File: src/rtl/dmem_access_ctrl_if.sv
// Bundle of the pipeline request/response handshake and the data-memory bus
// seen by dmem_access_ctrl.
interface dmem_access_ctrl_if;
    logic        req_valid;
    logic        req_ready;
    logic        req_we;
    logic [2:0]  req_funct3;
    logic [31:0] req_addr;
    logic [31:0] req_wdata;
    logic        rsp_valid;
    logic [31:0] rsp_data;
    logic [1:0]  rsp_err;
    logic [31:0] mem_addr;
    logic [31:0] mem_wdata;
    logic        mem_read;
    logic        mem_write;
    logic [3:0]  mem_sign_mask;
    logic        mem_clk_stall;
    logic [31:0] mem_rdata;

    modport slave (
        input  req_valid, req_we, req_funct3, req_addr, req_wdata,
        input  mem_clk_stall, mem_rdata,
        output req_ready, rsp_valid, rsp_data, rsp_err,
        output mem_addr, mem_wdata, mem_read, mem_write, mem_sign_mask
    );

    modport master (
        output req_valid, req_we, req_funct3, req_addr, req_wdata,
        output mem_clk_stall, mem_rdata,
        input  req_ready, rsp_valid, rsp_data, rsp_err,
        input  mem_addr, mem_wdata, mem_read, mem_write, mem_sign_mask
    );
endinterface

File: src/rtl/dmem_access_ctrl.sv
// Load/store access controller: decodes and checks one MEM-stage request at a
// time, strobes the stalling data memory once and returns a one-cycle response.
module dmem_access_ctrl #(
    parameter int TIMEOUT = 16,
    parameter int DRAIN   = 4
) (
    input  logic              clk,
    input  logic              reset_n,
    dmem_access_ctrl_if.slave bus
);

    typedef enum logic [2:0] {
        ST_DRAIN     = 3'd0,
        ST_IDLE      = 3'd1,
        ST_ISSUE     = 3'd2,
        ST_WAIT_ACK  = 3'd3,
        ST_WAIT_DONE = 3'd4,
        ST_RESP      = 3'd5
    } state_t;

    localparam logic [1:0]  ERR_OK       = 2'b00;
    localparam logic [1:0]  ERR_MISALIGN = 2'b01;
    localparam logic [1:0]  ERR_ILLEGAL  = 2'b10;
    localparam logic [1:0]  ERR_TIMEOUT  = 2'b11;
    localparam logic [15:0] DRAIN_LAST   = 16'(DRAIN - 1);
    localparam logic [15:0] TIMEOUT_LAST = 16'(TIMEOUT - 1);

    // Returns {illegal, sign_mask} for a funct3 in the load or store space.
    function automatic logic [4:0] decode_f3(input logic we, input logic [2:0] f3);
        logic [4:0] r;
        if (we) begin
            case (f3)
                3'b000:  r = {1'b0, 4'b0001};
                3'b001:  r = {1'b0, 4'b0011};
                3'b010:  r = {1'b0, 4'b0111};
                default: r = {1'b1, 4'b0000};
            endcase
        end else begin
            case (f3)
                3'b000:  r = {1'b0, 4'b1001};
                3'b001:  r = {1'b0, 4'b1011};
                3'b010:  r = {1'b0, 4'b0111};
                3'b100:  r = {1'b0, 4'b0001};
                3'b101:  r = {1'b0, 4'b0011};
                default: r = {1'b1, 4'b0000};
            endcase
        end
        return r;
    endfunction

    function automatic logic misaligned_f(input logic [2:0] f3, input logic [1:0] a);
        logic m;
        case (f3[1:0])
            2'b01:   m = a[0];
            2'b10:   m = (a != 2'b00);
            default: m = 1'b0;
        endcase
        return m;
    endfunction

    state_t      state_q, state_d;
    logic [15:0] cnt_q, cnt_d;
    logic        we_q, we_d;
    logic        req_ready_q, req_ready_d;
    logic        rsp_valid_q, rsp_valid_d;
    logic [31:0] rsp_data_q, rsp_data_d;
    logic [1:0]  rsp_err_q, rsp_err_d;
    logic [31:0] mem_addr_q, mem_addr_d;
    logic [31:0] mem_wdata_q, mem_wdata_d;
    logic        mem_read_q, mem_read_d;
    logic        mem_write_q, mem_write_d;
    logic [3:0]  mem_sign_mask_q, mem_sign_mask_d;
    logic [4:0]  dec_s;
    logic        mis_s;

    // Next-state and registered-output computation.
    always_comb begin
        state_d         = state_q;
        cnt_d           = cnt_q;
        we_d            = we_q;
        rsp_valid_d     = 1'b0;
        rsp_data_d      = rsp_data_q;
        rsp_err_d       = rsp_err_q;
        mem_addr_d      = mem_addr_q;
        mem_wdata_d     = mem_wdata_q;
        mem_read_d      = 1'b0;
        mem_write_d     = 1'b0;
        mem_sign_mask_d = mem_sign_mask_q;
        dec_s           = decode_f3(bus.req_we, bus.req_funct3);
        mis_s           = misaligned_f(bus.req_funct3, bus.req_addr[1:0]);

        case (state_q)
            ST_DRAIN: begin
                if (cnt_q == DRAIN_LAST) begin
                    state_d = ST_IDLE;
                    cnt_d   = 16'd0;
                end else begin
                    cnt_d = cnt_q + 16'd1;
                end
            end
            ST_IDLE: begin
                if (bus.req_valid) begin
                    we_d = bus.req_we;
                    if (dec_s[4]) begin
                        state_d    = ST_RESP;
                        rsp_err_d  = ERR_ILLEGAL;
                        rsp_data_d = 32'h0000_0000;
                    end else if (mis_s) begin
                        state_d    = ST_RESP;
                        rsp_err_d  = ERR_MISALIGN;
                        rsp_data_d = 32'h0000_0000;
                    end else begin
                        // Strobe is registered here so it is high for the whole ISSUE cycle.
                        state_d         = ST_ISSUE;
                        mem_addr_d      = bus.req_addr;
                        mem_wdata_d     = bus.req_wdata;
                        mem_sign_mask_d = dec_s[3:0];
                        mem_read_d      = ~bus.req_we;
                        mem_write_d     = bus.req_we;
                    end
                end else begin
                    state_d = ST_IDLE;
                end
            end
            ST_ISSUE: begin
                state_d = ST_WAIT_ACK;
                cnt_d   = 16'd0;
            end
            ST_WAIT_ACK: begin
                if (cnt_q == TIMEOUT_LAST) begin
                    state_d     = ST_RESP;
                    rsp_valid_d = 1'b1;
                    rsp_err_d   = ERR_TIMEOUT;
                    rsp_data_d  = 32'h0000_0000;
                end else if (bus.mem_clk_stall) begin
                    state_d = ST_WAIT_DONE;
                    cnt_d   = cnt_q + 16'd1;
                end else begin
                    cnt_d = cnt_q + 16'd1;
                end
            end
            ST_WAIT_DONE: begin
                // A completion seen on the last allowed cycle wins over the timeout.
                if (!bus.mem_clk_stall) begin
                    state_d     = ST_RESP;
                    rsp_valid_d = 1'b1;
                    rsp_err_d   = ERR_OK;
                    rsp_data_d  = we_q ? 32'h0000_0000 : bus.mem_rdata;
                end else if (cnt_q == TIMEOUT_LAST) begin
                    state_d     = ST_RESP;
                    rsp_valid_d = 1'b1;
                    rsp_err_d   = ERR_TIMEOUT;
                    rsp_data_d  = 32'h0000_0000;
                end else begin
                    cnt_d = cnt_q + 16'd1;
                end
            end
            ST_RESP: begin
                // Errors arrive here without the pulse; emit it on the following cycle.
                if (rsp_valid_q) begin
                    state_d = ST_IDLE;
                end else begin
                    rsp_valid_d = 1'b1;
                end
            end
            default: begin
                state_d = ST_DRAIN;
                cnt_d   = 16'd0;
            end
        endcase

        req_ready_d = (state_d == ST_IDLE);
    end

    // State and output registers, cleared asynchronously into DRAIN.
    always_ff @(posedge clk or negedge reset_n) begin
        if (!reset_n) begin
            state_q         <= ST_DRAIN;
            cnt_q           <= 16'd0;
            we_q            <= 1'b0;
            req_ready_q     <= 1'b0;
            rsp_valid_q     <= 1'b0;
            rsp_data_q      <= 32'h0000_0000;
            rsp_err_q       <= ERR_OK;
            mem_addr_q      <= 32'h0000_0000;
            mem_wdata_q     <= 32'h0000_0000;
            mem_read_q      <= 1'b0;
            mem_write_q     <= 1'b0;
            mem_sign_mask_q <= 4'b0000;
        end else begin
            state_q         <= state_d;
            cnt_q           <= cnt_d;
            we_q            <= we_d;
            req_ready_q     <= req_ready_d;
            rsp_valid_q     <= rsp_valid_d;
            rsp_data_q      <= rsp_data_d;
            rsp_err_q       <= rsp_err_d;
            mem_addr_q      <= mem_addr_d;
            mem_wdata_q     <= mem_wdata_d;
            mem_read_q      <= mem_read_d;
            mem_write_q     <= mem_write_d;
            mem_sign_mask_q <= mem_sign_mask_d;
        end
    end

    assign bus.req_ready     = req_ready_q;
    assign bus.rsp_valid     = rsp_valid_q;
    assign bus.rsp_data      = rsp_data_q;
    assign bus.rsp_err       = rsp_err_q;
    assign bus.mem_addr      = mem_addr_q;
    assign bus.mem_wdata     = mem_wdata_q;
    assign bus.mem_read      = mem_read_q;
    assign bus.mem_write     = mem_write_q;
    assign bus.mem_sign_mask = mem_sign_mask_q;

endmodule

File: src/flat_wrapper.sv
// flat-port wrapper written by rule: the top's interface ports become plain ports
module dmem_access_ctrl_flat 
#(
    parameter int TIMEOUT = 16,
    parameter int DRAIN   = 4
)
  (clk, reset_n, bus_req_valid, bus_req_we, bus_req_funct3, bus_req_addr, bus_req_wdata, bus_mem_clk_stall, bus_mem_rdata, bus_req_ready, bus_rsp_valid, bus_rsp_data, bus_rsp_err, bus_mem_addr, bus_mem_wdata, bus_mem_read, bus_mem_write, bus_mem_sign_mask);
  dmem_access_ctrl_if bus_i ();
  input  logic clk;
  input  logic reset_n;
  input wire logic [$bits(bus_i.req_valid)-1:0] bus_req_valid;
  input wire logic [$bits(bus_i.req_we)-1:0] bus_req_we;
  input wire logic [$bits(bus_i.req_funct3)-1:0] bus_req_funct3;
  input wire logic [$bits(bus_i.req_addr)-1:0] bus_req_addr;
  input wire logic [$bits(bus_i.req_wdata)-1:0] bus_req_wdata;
  input wire logic [$bits(bus_i.mem_clk_stall)-1:0] bus_mem_clk_stall;
  input wire logic [$bits(bus_i.mem_rdata)-1:0] bus_mem_rdata;
  output wire logic [$bits(bus_i.req_ready)-1:0] bus_req_ready;
  output wire logic [$bits(bus_i.rsp_valid)-1:0] bus_rsp_valid;
  output wire logic [$bits(bus_i.rsp_data)-1:0] bus_rsp_data;
  output wire logic [$bits(bus_i.rsp_err)-1:0] bus_rsp_err;
  output wire logic [$bits(bus_i.mem_addr)-1:0] bus_mem_addr;
  output wire logic [$bits(bus_i.mem_wdata)-1:0] bus_mem_wdata;
  output wire logic [$bits(bus_i.mem_read)-1:0] bus_mem_read;
  output wire logic [$bits(bus_i.mem_write)-1:0] bus_mem_write;
  output wire logic [$bits(bus_i.mem_sign_mask)-1:0] bus_mem_sign_mask;
  assign bus_i.req_valid = bus_req_valid;
  assign bus_i.req_we = bus_req_we;
  assign bus_i.req_funct3 = bus_req_funct3;
  assign bus_i.req_addr = bus_req_addr;
  assign bus_i.req_wdata = bus_req_wdata;
  assign bus_i.mem_clk_stall = bus_mem_clk_stall;
  assign bus_i.mem_rdata = bus_mem_rdata;
  assign bus_req_ready = bus_i.req_ready;
  assign bus_rsp_valid = bus_i.rsp_valid;
  assign bus_rsp_data = bus_i.rsp_data;
  assign bus_rsp_err = bus_i.rsp_err;
  assign bus_mem_addr = bus_i.mem_addr;
  assign bus_mem_wdata = bus_i.mem_wdata;
  assign bus_mem_read = bus_i.mem_read;
  assign bus_mem_write = bus_i.mem_write;
  assign bus_mem_sign_mask = bus_i.mem_sign_mask;
  dmem_access_ctrl #(.TIMEOUT(TIMEOUT), .DRAIN(DRAIN)) u_core (.clk(clk), .reset_n(reset_n), .bus(bus_i));
endmodule
File: config.mk
export PLATFORM = sky130hd
export DESIGN_NAME = dmem_access_ctrl_flat
export DESIGN_NICKNAME = d
export VERILOG_FILES = /design/src/rtl/dmem_access_ctrl_if.sv /design/src/rtl/dmem_access_ctrl.sv /design/src/flat_wrapper.sv
export SDC_FILE = /design/constraint.sdc
export NUM_CORES = 1
export LEC_CHECK = 0
export CAP_MARGIN = 0
export CORE_UTILIZATION = 41
export CTS_BUF_LIST = sky130_fd_sc_hd__clkbuf_8
export DETAILED_ROUTE_END_ITERATION = 8
export PLACE_DENSITY = 0.87
export SKIP_CTS_REPAIR_TIMING = 1
export SYNTH_ARGS = -nofsm -noshare
export SYNTH_HDL_FRONTEND = slang
export SYNTH_SLANG_ARGS = --single-unit
File: constraint.sdc
create_clock -name clk -period 2.49 [get_ports clk]
set_clock_uncertainty 0.2 [all_clocks]
set_input_delay 0.498 -clock clk [delete_from_list [all_inputs] [get_ports clk]]
set_output_delay 0.498 -clock clk [all_outputs]
set_load 0.005 [all_outputs]
# Word level (Yosys, flattened, before mapping)
# Cells that the tools add are included.
# totals
reg_bits,126
out_inout_bits,106
# classes
addsub,1
n_eq_ne,17
muxes,43
bitwise_logic,4
reduce_logical,9
# ops
cell,count
32-bit 2-to-1 mux,6
32-bit case mux with 3 select lines,1
16-bit case mux with 4 select lines,1
16-bit 2-to-1 mux,3
3-bit 2-to-1 mux,9
5-bit case mux with 5 select lines,1
3-bit case mux with 6 select lines,1
"16-bit by 1-bit adder with 16-bit output, second input constant",1
"16-bit by 2-bit == test with 1-bit output, second input constant",1
"16-bit by 4-bit == test with 1-bit output, second input constant",1
5-bit case mux with 3 select lines,1
"3-bit == test, second input constant",4
1-bit 2-to-1 mux,11
2-bit 2-to-1 mux,5
"3-bit by 1-bit == test with 1-bit output, second input constant",3
"3-bit by 2-bit == test with 1-bit output, second input constant",3
3-bit zero test,2
2-bit case mux with 3 select lines,1
5-bit 2-to-1 mux,1
"2-bit inequality test, second input constant",2
1-bit NOT,4
2-bit AND reduction,2
4-bit AND reduction,1
"3-bit by 1-bit inequality test with 1-bit output, second input constant",1
other kinds (8),8

# Longest topological paths before layout
# logic_depth
depth_word,7
ltp_mapped,10
ltp_nobuf,7

# Worst setup path after synthesis
# Ideal clock, no wire load.
# synth_path
path_kind,input -> register
from,input port bus_req_funct3[1]
to,"register u_core.mem_addr_q[0], in the netlist u_core.bus.mem_addr[0]"
setup_ns,0.125
t_arrival_ns,2.168
setup_slack_ns,-0.003
path_stages,9
path_buffers,3
path_cell_list,inv_1 > ha_1 > o21bai_1 > a21o_1 > clkbuf_1 > nor2_1 > buf_4 > buf_2 > mux2_2
# synth_via
elab_chain_cells,5
elab_cells_between_ends,14
cone_classes,eq/ne (6); mux (4); bitwise (2); reduce/logical (2)
# synth_lines
element,line,rtl
from (decl),flat_wrapper.sv:13,input wire logic [$bits(bus_i.req_funct3)-1:0] bus_req_funct3;
"3-bit == test, or another cell as far along",dmem_access_ctrl.sv:39,case (f3)
5-bit case mux with 5 select lines or 5-bit case mux with 3 select lines (tied branches),"dmem_access_ctrl.sv:39, dmem_access_ctrl.sv:32",
5-bit 2-to-1 mux,dmem_access_ctrl.sv:31,if (we) begin
1-bit NOT (no source line),--,
4-bit AND reduction (no source line) (*),--,
to (signal assigned),dmem_access_ctrl.sv:198,mem_addr_q <= mem_addr_d;
to (decl),dmem_access_ctrl.sv:68,"logic [31:0] mem_addr_q, mem_addr_d;"
# Every way passes the cells marked *; elsewhere a longest branch is shown, timed or not.
# A chain may end at the register's enable or synchronous reset.

# Worst setup path in the final report
# layout_path
from,input port bus_req_funct3[1]
to,"register u_core.rsp_data_q[16], in the netlist u_core.bus.rsp_data[16]"
# layout_via
elab_chain_cells,6
elab_cells_between_ends,16
cone_classes,eq/ne (7); mux (7); reduce/logical (2)
# layout_lines
element,line,rtl
"3-bit == test, or another cell as far along",dmem_access_ctrl.sv:39,
5-bit case mux with 5 select lines or 5-bit case mux with 3 select lines (tied branches),"dmem_access_ctrl.sv:39, dmem_access_ctrl.sv:32",
5-bit 2-to-1 mux,dmem_access_ctrl.sv:31,
32-bit 2-to-1 mux,dmem_access_ctrl.sv:104,if (dec_s[4]) begin
32-bit 2-to-1 mux,dmem_access_ctrl.sv:102,if (bus.req_valid) begin
32-bit case mux with 3 select lines,dmem_access_ctrl.sv:92,case (state_q)
to (signal assigned),dmem_access_ctrl.sv:196,rsp_data_q <= rsp_data_d;
to (decl),dmem_access_ctrl.sv:66,"logic [31:0] rsp_data_q, rsp_data_d;"
# Parallel ways exist; a longest one is shown, timed or not. The select of a mux whose other input is x is not followed.

==> metrics list <==
* Area inside the core boundary: 0.0126 mm2
- At the end of routability-driven placement, the weighted congestion stood at 0.822.
* CP max stage delay: 470 ps
- The later pin in the worst-skew pair is clocked with a latency of 430 ps.
- Max-cap violations in this run came to 0.
- Of the post-synthesis cell area, the dominant cell type holds 59.4%.
- Critical Path Fanout Max: 8
- STA puts the critical path data required time at 2640 ps.
* Maximum level of the CTS H-tree: 4
- The final critical path takes up 100% of the cycle.
* Post-Route Hold Slack: 285 ps
* Area grow syn2layout: 58.2%
- Fraction of the yosys area taken by sequential cells: 59.4%
* Power Density: 1090 mW/mm2
- The worst setup path is of the in2reg kind.
* HPWL after detailed placement: 10.1 mm
* Slack of the critical path: -5.96 ps
- For this run, the share of the core covered by cells in the final layout is 66.6%.
- On the critical path, the stage with the largest delay is an instance of sky130_fd_sc_hd__clkdlybuf4s50_1.
* Site Rows: 41
* Slew Limit Headroom: 53.0%
* Clock period minus worst slack: 2500 ps
- Post-Syn Instances: 406
- Library cells used by synthesis: 47
- Actual transition at the worst max-transition pin: 705 ps
* Post-detailed-route DRC marker count: 0
- Startpoint kind of the worst setup timing path: primary input
- Once detail routing completed, the nets flagged for antenna violations numbered 0.
- For this configuration, the core starts out at a cell density of 42.1%.
- Number of vias per cell: 5.30
- Worst setup EP type: flop
- Yosys instantiated no cell more often than sky130_fd_sc_hd__dfrtp_1.
- Summed over all cells, the static leakage comes to 3.58 nW.
- Before CTS, the worst setup slack after placement is -494 ps.
- Counting the fill cells in the layout gives 955.
- The number of antenna diodes in the final layout is 0.
* Net count after synthesis: 514
- Post-layout net count: 761
- Total CTS buffers: 17
- Failing checks: negative setup slack
- The path class of the tightest hold or removal check is reg2reg.
- Pin placement for this block handled 210 I/O pins.
- Yosys Warn Count: 0
- Synth area leaders: sky130_fd_sc_hd__dfrtp_1 (59%), sky130_fd_sc_hd__mux2_2 (14%), sky130_fd_sc_hd__a22o_1 (5.3%), sky130_fd_sc_hd__nand3_1 (2.2%), sky130_fd_sc_hd__mux2i_1 (2.1%)
- Setup violations remaining at the end of the flow were counted as 1.
* Clock-pin slew of the registers on the worst-case setup and hold paths: 60 ps
- Antenna violations before repair: 0
- Buffers placed on the I/O ports in this run total 209.
- Cell Chain, Critical Path: clkdlybuf4s50_1 -> inv_1 -> ha_1 -> o211ai_1 -> buf_4 -> nand2_1 -> o211a_4 -> o22ai_4 -> buf_12 -> clkbuf_16 -> a22o_1
- A synthesized cell averages 13.1 um2.
- Bufs on Longest Clock Path: 2
* Outcome: finished, violations left
- Top FF cell, synth: sky130_fd_sc_hd__dfrtp_1
- For this block, the routed nets add up to 15.0 mm of wire.
- The largest total area in the synthesized netlist belongs to sky130_fd_sc_hd__dfrtp_1.
- The post-route netlist has 23.2% of its cells at a drive strength greater than 1.
- The count of final hold-check violations was 0.
- Synth top cells by count: sky130_fd_sc_hd__dfrtp_1 (126), sky130_fd_sc_hd__mux2_2 (65), sky130_fd_sc_hd__a22o_1 (32)
- For this block, the via count after detailed routing is 4,432.
* Die area: 0.0134 mm2
- IR analysis of the VDD net gives a maximum drop of 0.577 mV.
- The number of slew-limit violations in the final report came to 0.
* Number of DRC markers after the initial detailed-route iteration: 233
- Global routing used 21.7% of the available tracks across all layers.
* Die Height: 116 um
- TritonCTS built the clock tree.
- Number of enable-type register cells in the synthesized netlist: 0
- The number of global-route vias before repair is 4,556.
- For this run, the top clock speed supported by timing is 0.401 GHz.
* Wire length of the first global-routing pass: 22.2 mm
* Clock Tree Root: sky130_fd_sc_hd__clkbuf_8
- The synthesized design contains 126 register bits.
* Clock sink count: 126
- Setup total negative slack: -5.96 ps
- For this run the aggregate overflow at the end of global routing stands at 0.
- Share of flip-flops with an asynchronous set or reset: 100%
- The cell area that synthesis handed to floorplanning was 0.00531 mm2.
- Number of detailed-route iterations in the first pass: 5
- Per-cell routed wire length: 17.9 um
* Cell area after layout: 0.00840 mm2
- Maximum number of pins on one net before global-route repair: 127
* Die extent in x: 116 um
* Data arrival, critical path: 2650 ps
- Placed inst area: 0.00782 mm2
==> flip-flops by register name, summed over array words and instances, names as in the netlist <==
register,flops
u_core.bus.mem_wdata,32
u_core.state_q,3
u_core.bus.mem_read,1
u_core.bus.req_ready,1
u_core.bus.mem_write,1
u_core.we_q,1
u_core.bus.rsp_err,2
u_core.bus.mem_addr,32
u_core.bus.rsp_data,32
u_core.bus.rsp_valid,1
u_core.cnt_q,16
u_core.bus.mem_sign_mask,4
==> where the power goes <==
| group | internal [mW] | switching [mW] | leakage (nW) |
|---|---|---|---|
| registers | 2.88 | 0.491 | 1.61 |
| clock network | 1.03 | 0.768 | 0.215 |
| logic | 2.53 | 1.45 | 1.76 |
==> per-layer routing <==
layer  share of wire (%)  GRT usage (%)  up-vias  wire length [um]
li1                    -              -     1998                 -
met1                  38           24.0     2189              5670
met2                  52           37.0      217              7750
met3                 8.5           8.53       28              1280
met4                 2.0           9.40        0               299
met5                   0              0        -                 0
==> worst paths after layout <==
| path | from | to | slack (ps) | cells past startpoint |
|---|---|---|---|---|
| setup / recovery | bus_req_funct3[1] | u_core.bus.rsp_data[16]$_DFFE_PN0P_ | -6 | 11 |
| hold / removal | u_core.bus.mem_sign_mask[0]$_DFFE_PN0P_ | u_core.bus.mem_sign_mask[0]$_DFFE_PN0P_ | 280 | 1 |
| setup reg to reg | u_core.cnt_q[0]$_DFFE_PN0P_ | u_core.bus.req_ready$_DFF_PN0_ | 70 | 6 |
| hold reg to reg | u_core.bus.mem_sign_mask[0]$_DFFE_PN0P_ | u_core.bus.mem_sign_mask[0]$_DFFE_PN0P_ | 280 | 1 |
| max in group asynchronous | reset_n | u_core.bus.mem_addr[1]$_DFFE_PN0P_ | 1030 | 3 |
| min in group asynchronous | reset_n | u_core.bus.rsp_err[0]$_DFFE_PN0P_ | 480 | 3 |
==> cell families (layout without fill, tap and decap cells) <==
logic type | Yosys count | after routing | share of synthesized area [%]
flops | 126 | 126 | 59.4
fa+ha+maj | 4 | 4 | 0.943
buf+inv | 33 | 292 | 2.90
compound gates | 82 | 82 | 11.5
simple gates | 84 | 84 | 9.21
mux | 77 | 77 | 16.1
==> placed cells by master, fill, tap and decap left out, types with 3 or more instances in the layout <==
master                            Yosys  routed
sky130_fd_sc_hd__inv_1               11      14
sky130_fd_sc_hd__o211ai_1             5       5
sky130_fd_sc_hd__ha_1                 4       3
sky130_fd_sc_hd__nand3_1             23      23
sky130_fd_sc_hd__a21oi_1             15      15
sky130_fd_sc_hd__nand4_1              3       3
sky130_fd_sc_hd__nand3b_1             4       4
sky130_fd_sc_hd__a22o_1              32      32
sky130_fd_sc_hd__o21ai_0             11      11
sky130_fd_sc_hd__buf_12               0       4
sky130_fd_sc_hd__nor2_1               8       7
sky130_fd_sc_hd__clkbuf_8             0      23
sky130_fd_sc_hd__dfrtp_1            126     126
sky130_fd_sc_hd__o22ai_1              4       3
sky130_fd_sc_hd__mux2i_1             11      11
sky130_fd_sc_hd__nor4_4               1       3
sky130_fd_sc_hd__clkbuf_16            0       3
sky130_fd_sc_hd__nor4_1               6       5
sky130_fd_sc_hd__buf_4                2      33
sky130_fd_sc_hd__clkdlybuf4s50_1      0     207
sky130_fd_sc_hd__mux2_2              65      65
sky130_fd_sc_hd__nand2_1             17      17
==> worst max-delay path: cells and delay by family <==
family / cells / cell delay (ps)
buffers and inverters: 5 / 980
AO/OA/AOI/OAI: 4 / 770
adder cells (fa/ha/maj): 1 / 290
AND/OR/NAND/NOR: 1 / 90
==> layout make-up <==
class,count,area (um2),area share [%]
flip-flops and latches,126,3150,37.5
repair buffers,250,2510,29.9
multi-input cells,247,2080,24.7
clock buffers,23,317,3.77
well taps,172,215,2.56
clock inverters,8,90.1,1.07
inverters,11,41.3,0.491
==> per-stage QoR <==
stage	std cells	power, mW
final	837	9.15
after global routing	837	9.66
after CTS	831	8.93
after detailed placement	800	7.09
after global placement	800	6.91
after floorplan	406	4.76
Note: power is estimated with default switching activity, not from simulation.
